===== config.mk =====
export PLATFORM = sky130hd
export DESIGN_NAME = seq_detect_1011_flat
export DESIGN_NICKNAME = d
export VERILOG_FILES = /design/src/rtl/seq_detect_1011_if.sv /design/src/rtl/seq_detect_1011.sv /design/src/flat_wrapper.sv
export SDC_FILE = /design/constraint.sdc
export NUM_CORES = 1
export LEC_CHECK = 0
export CAP_MARGIN = 10
export CORE_MARGIN = 1.5
export CORE_UTILIZATION = 30
export DETAILED_ROUTE_END_ITERATION = 7
export PLACE_DENSITY_LB_ADDON = 0.25
export SLEW_MARGIN = 20
export SYNTH_ARGS = -nofsm -noshare
export SYNTH_HDL_FRONTEND = slang
export SYNTH_SLANG_ARGS = --single-unit

===== constraint.sdc =====
create_clock -name Clk -period 2.4 [get_ports Clk]
set_input_delay 0.72 -clock Clk [delete_from_list [all_inputs] [get_ports Clk]]
set_output_delay 0.72 -clock Clk [all_outputs]
set_load 0.01 [all_outputs]

===== src/rtl/seq_detect_1011_if.sv =====
// Serial-bit and detection-result bundle for the 1011 pattern detector.
// The upstream source (DFF stage / testbench) is the master, the detector is the slave.
interface seq_detect_1011_if #(
  parameter int CNT_W = 8
);
  logic             Din;
  logic             Din_valid;
  logic             CntClr;
  logic             Match;
  logic [CNT_W-1:0] MatchCount;
  logic [2:0]       State;

  modport master (
    output Din, Din_valid, CntClr,
    input  Match, MatchCount, State
  );

  modport slave (
    input  Din, Din_valid, CntClr,
    output Match, MatchCount, State
  );
endinterface


===== src/rtl/seq_detect_1011.sv =====
// Moore FSM recognising the serial pattern 1-0-1-1, with a registered one-cycle
// match pulse and a saturating, synchronously clearable detection counter.
module seq_detect_1011 #(
  parameter int OVERLAP = 1,
  parameter int CNT_W   = 8
) (
  input  logic         Clk,
  input  logic         Clr,
  seq_detect_1011_if.slave bus
);
  localparam logic [2:0] IDLE  = 3'd0;
  localparam logic [2:0] S1    = 3'd1;
  localparam logic [2:0] S10   = 3'd2;
  localparam logic [2:0] S101  = 3'd3;
  localparam logic [2:0] S1011 = 3'd4;

  localparam logic [CNT_W-1:0] CNT_MAX = {CNT_W{1'b1}};

  logic [2:0]       r_state;
  logic [2:0]       w_state_next;
  logic             r_match;
  logic             w_match_next;
  logic [CNT_W-1:0] r_count;
  logic [CNT_W-1:0] w_count_next;
  logic             w_hit;

  always_ff @(posedge Clk or posedge Clr) begin
    if (Clr) begin
      r_state <= IDLE;
      r_match <= 1'b0;
      r_count <= '0;
    end else begin
      r_state <= w_state_next;
      r_match <= w_match_next;
      r_count <= w_count_next;
    end
  end

  always_comb begin
    w_state_next = r_state;
    case (r_state)
      IDLE:    if (bus.Din_valid) w_state_next = bus.Din ? S1    : IDLE;
      S1:      if (bus.Din_valid) w_state_next = bus.Din ? S1    : S10;
      S10:     if (bus.Din_valid) w_state_next = bus.Din ? S101  : IDLE;
      S101:    if (bus.Din_valid) w_state_next = bus.Din ? S1011 : S10;
      // Without overlap, the trailing "1" of a match cannot seed a new "10".
      S1011:   if (bus.Din_valid) w_state_next = bus.Din ? S1 : ((OVERLAP != 0) ? S10 : IDLE);
      default: w_state_next = IDLE;
    endcase
  end

  // A hit is exactly the valid edge that completes the pattern from S101.
  assign w_hit = bus.Din_valid && (r_state == S101) && bus.Din;

  always_comb begin
    w_match_next = w_hit;
    w_count_next = r_count;
    if (bus.CntClr) begin
      w_count_next = '0;
    end else if (w_hit && (r_count != CNT_MAX)) begin
      w_count_next = r_count + 1'b1;
    end
  end

  assign bus.State      = r_state;
  assign bus.Match      = r_match;
  assign bus.MatchCount = r_count;
endmodule


===== src/flat_wrapper.sv =====
// flat-port wrapper written by rule: the top's interface ports become plain ports
module seq_detect_1011_flat 
#(
  parameter int OVERLAP = 1,
  parameter int CNT_W   = 8
)
  (Clk, Clr, bus_Din, bus_Din_valid, bus_CntClr, bus_Match, bus_MatchCount, bus_State);
  seq_detect_1011_if #(.CNT_W(CNT_W)) bus_i ();
  input  logic Clk;
  input  logic Clr;
  input wire logic [$bits(bus_i.Din)-1:0] bus_Din;
  input wire logic [$bits(bus_i.Din_valid)-1:0] bus_Din_valid;
  input wire logic [$bits(bus_i.CntClr)-1:0] bus_CntClr;
  output wire logic [$bits(bus_i.Match)-1:0] bus_Match;
  output wire logic [$bits(bus_i.MatchCount)-1:0] bus_MatchCount;
  output wire logic [$bits(bus_i.State)-1:0] bus_State;
  assign bus_i.Din = bus_Din;
  assign bus_i.Din_valid = bus_Din_valid;
  assign bus_i.CntClr = bus_CntClr;
  assign bus_Match = bus_i.Match;
  assign bus_MatchCount = bus_i.MatchCount;
  assign bus_State = bus_i.State;
  seq_detect_1011 #(.OVERLAP(OVERLAP), .CNT_W(CNT_W)) u_core (.Clk(Clk), .Clr(Clr), .bus(bus_i));
endmodule

==> results of run 1 <==
## worst reg2reg max path, delay by kind of cell (launching register included)
kind / cells / cell delay (ps)
compound gates: 2 / 320
flops: 1 / 420
fa+ha+maj: 1 / 260
simple gates: 2 / 620
## power by group
part	internal, mW	switching (mW)	leakage [nW]
logic	0.0438	0.0362	0.157
clock network	0.0921	0.0664	0.0210
registers	0.214	0.0200	0.163
total	0.350	0.123	0.342
## sequential cells by signal (all words and copies together) (netlist names)
register,count
u_core.bus.State,3
u_core.bus.Match,1
u_core.bus.MatchCount,8
## through the flow
stage          utilization  cell area [µm²]  power, mW
2_1_floorplan            -              609      0.275
3_3_place_gp         0.414              803      0.317
3_5_place_dp         0.414              803      0.320
4_1_cts              0.432              840      0.483
5_1_grt              0.432              840      0.502
6_report             0.432              840      0.473
## per-layer routing
layer  up-vias  global-route usage  part of all wire
met5         -                   0                 0
li1        274                   -                 -
met1       258               0.163              0.47
met2        13               0.208              0.47
met4         0              0.0811            0.0080
met3         2              0.0377             0.047
## worst max-delay path by stage
| stage | slack (ps) | to | startpoint |
|---|---|---|---|
| global placement | 70 | u_core.bus.MatchCount[7]$_DFFE_PP0P_ | bus_Din |
| global route | 230 | u_core.bus.MatchCount[5]$_DFFE_PP0P_ | bus_Din |
| detailed placement | 40 | u_core.bus.MatchCount[7]$_DFFE_PP0P_ | bus_Din |
| finish | 330 | u_core.bus.MatchCount[7]$_DFFE_PP0P_ | bus_Din |
| floorplan | 680 | u_core.bus.MatchCount[3]$_DFFE_PP0P_ | bus_Din_valid |
| CTS | 310 | bus_State[0] | u_core.bus.State[0]$_DFFE_PP0P_ |
## logic make-up (layout without fill, tap and decap cells)
family	count (synthesis)	count (layout)	synth area share
buffers and inverters	6	26	0.0493
adder cells (fa/ha/maj)	1	1	0.0205
AO/OA/AOI/OAI	18	18	0.183
multiplexers	2	2	0.0329
XOR/XNOR	1	1	0.0144
AND/OR/NAND/NOR	22	22	0.207
flip-flops	12	12	0.493
## area by class of cell
cell class                 count  area, µm²  share of cell area
multi-input combinational     44        279               0.332
sequential                    12        300               0.358
timing repair buffer          18        175               0.209
tap                           27       33.8              0.0402
inverter                       4       15.0              0.0179
clock buffer                   4       36.3              0.0432
## cell usage in the layout, fill, tap and decap left out, drive strengths merged, types with 2 or more instances in the layout
master	instances
a21oi	6
buf	2
clkbuf	4
clkdlybuf4s50	16
dfrtp	12
inv	4
mux2i	2
nand2	3
nand3	6
nor2	3
o211ai	2
o21ai	6
o31ai	3
or3	3
or4	3
==> metrics.cfg, run 1 <==
[clock_tree]
cts.repair.resized=0
cts.repair_timing.setup_buffer_count=0
cts_num_sinks=12
cts_hold_buf=0
insertion_delay_ps=260
cts.reportedPaths.clkPinSlew_ps=80
clock-root-buffer=sky130_fd_sc_hd__clkbuf_4
tritoncts=built
cts_htree_levels=1
ctsLongestPathBuffers=2
total_clock_buffers_created_by_cts=3

[drt]
drt_drc_violations_left=0
vias=547
detailedRoute.firstIterationViolations=2
drt_pre_antenna_iters=4
detail_route.wirelength_um=1250
drt-wirelength-per-cell_um=11.4
vias_per_cell=5.02
route.antenna.remaining_nets=0

[yosys]
synth-warning-count=0
yosysSeqAreaShare=0.493
synth_flop_cell=sky130_fd_sc_hd__dfrtp_1
avgSynthCellArea_um2=9.83
synth_async_sr_flop_share=1.00
post_synth_num_cell_types=23
netlist_instances=62
post-synth-top-count-cell=sky130_fd_sc_hd__dfrtp_1
mappedNetlistArea_um2=609
synth_edf_count=0
post_synthesis_net_count=68
synth_area_leaders=sky130_fd_sc_hd__dfrtp_1, sky130_fd_sc_hd__a21oi_1, sky130_fd_sc_hd__nand3_1
yosys.area.top_type=sky130_fd_sc_hd__dfrtp_1
synth.cells.most_frequent=sky130_fd_sc_hd__dfrtp_1, sky130_fd_sc_hd__a21oi_1, sky130_fd_sc_hd__nand3_1, sky130_fd_sc_hd__o21ai_0, sky130_fd_sc_hd__inv_1
synthDominantCellAreaShare=0.493
post_synthesis_sequential_element_count=12

[min_path]
timing.hold.worst_path_depth=1
min-delay-start=u_core.bus.State[2]$_DFFE_PP0P_
min_to=u_core.bus.State[0]$_DFFE_PP0P_
hold_class=flip-flop to flip-flop

[sta]
maximum_clock_frequency_mhz=483
final_period_minus_worst_setup_slack_ps=2070
tightestPinTransition_ps=447
setup_total_negative_slack_ps=0
worst_hold_slack_ps=589
final_hold_viol_count=0
setup_slack_ps=328
drv_slew=0
final.period_utilization=0.863
timing.max_slew.rel_slack=0.702
fin_skew_ps=0.180
rsz0062_at_grt=false
setup_viol=0

[worst_setup_path]
worstPathRequired_ps=2590
critical_path_cell_count=5
regToRegSetupSlack_ps=710
critical_path.top_delay_family=simple AND/OR/NAND/NOR gates
r2r-start=u_core.bus.MatchCount[0]$_DFFE_PP0P_
cpPeakStageDelay_ps=510
cp.buffers_inverters=1
crit_path_top_delay_cell=sky130_fd_sc_hd__or4_1
worst-r2r-cell-count=5
kind_of_critical_path=primary input to flip-flop
critical_path.endpoint_type=flip-flop
startpoint_type=primary input
worstPathCellList=clkdlybuf4s50_1 -> and4b_1 -> o211ai_2 -> or4_1 -> a21oi_1
path_max_fanout=10
critPathArrivalTime_ps=2270
reg2reg_to=u_core.bus.MatchCount[7]$_DFFE_PP0P_

[global_route]
grt_pass1_vias=506
gr-usage-all-layers=0.134
grt_max_degree=13
global_route.overflow_total=0
grt_pass1_wl_um=2100
antenna_found_initial=0

[die]
dieWidth_um=48.1
top_level_ports=17
core.rowCount=16
die_y_um=48.1
die_area_mm2=0.00231
core_region_area_mm2=0.00194
initial_core_util=0.314

[run]
max_cap_viol_count=0

[placement]
placed_cells=105
detailed_place_hpwl_um=956
port-buffer-count=16
globalplace.congestion=0.789
placement.setup.worst_slack_ps=41.4

[finish]
diodes=0
syn_to_final_growth_pct=37.8
num-fill-cells=209
layout_cells_sized_above_1=0.122
final_cell_count_no_fill=109
final_net_count=89

[pwr]
maximum_vdd_drop_uv=301
power_density_of_the_placed_cells_mw_per_mm2=563
static-leakage-power_nw=0.342

[outcome]
outcome=finished clean

(Power assumes the default switching activity.)
==> inputs of run 2 (changes only) <==
--- a/config.mk
+++ b/config.mk
@@ -9,8 +9,8 @@
 export CORE_MARGIN = 1.5
 export CORE_UTILIZATION = 30
 export DETAILED_ROUTE_END_ITERATION = 7
+export GPL_ROUTABILITY_DRIVEN = 0
 export PLACE_DENSITY_LB_ADDON = 0.25
-export SLEW_MARGIN = 20
 export SYNTH_ARGS = -nofsm -noshare
 export SYNTH_HDL_FRONTEND = slang
 export SYNTH_SLANG_ARGS = --single-unit
==> results of run 2 <==
Final layout, timing and power as in run 1 (identical DEF).
==> inputs of run 3 (changes only) <==
--- a/config.mk
+++ b/config.mk
@@ -10,6 +10,7 @@
 export CORE_UTILIZATION = 30
 export DETAILED_ROUTE_END_ITERATION = 7
 export GPL_ROUTABILITY_DRIVEN = 0
+export MAX_ROUTING_LAYER = met4
 export PLACE_DENSITY_LB_ADDON = 0.25
 export SYNTH_ARGS = -nofsm -noshare
 export SYNTH_HDL_FRONTEND = slang
==> results of run 3 <==
Final layout, timing and power as in run 1 (identical DEF).
Among the figures that moved: overall routing resource usage 0.134 -> 0.138
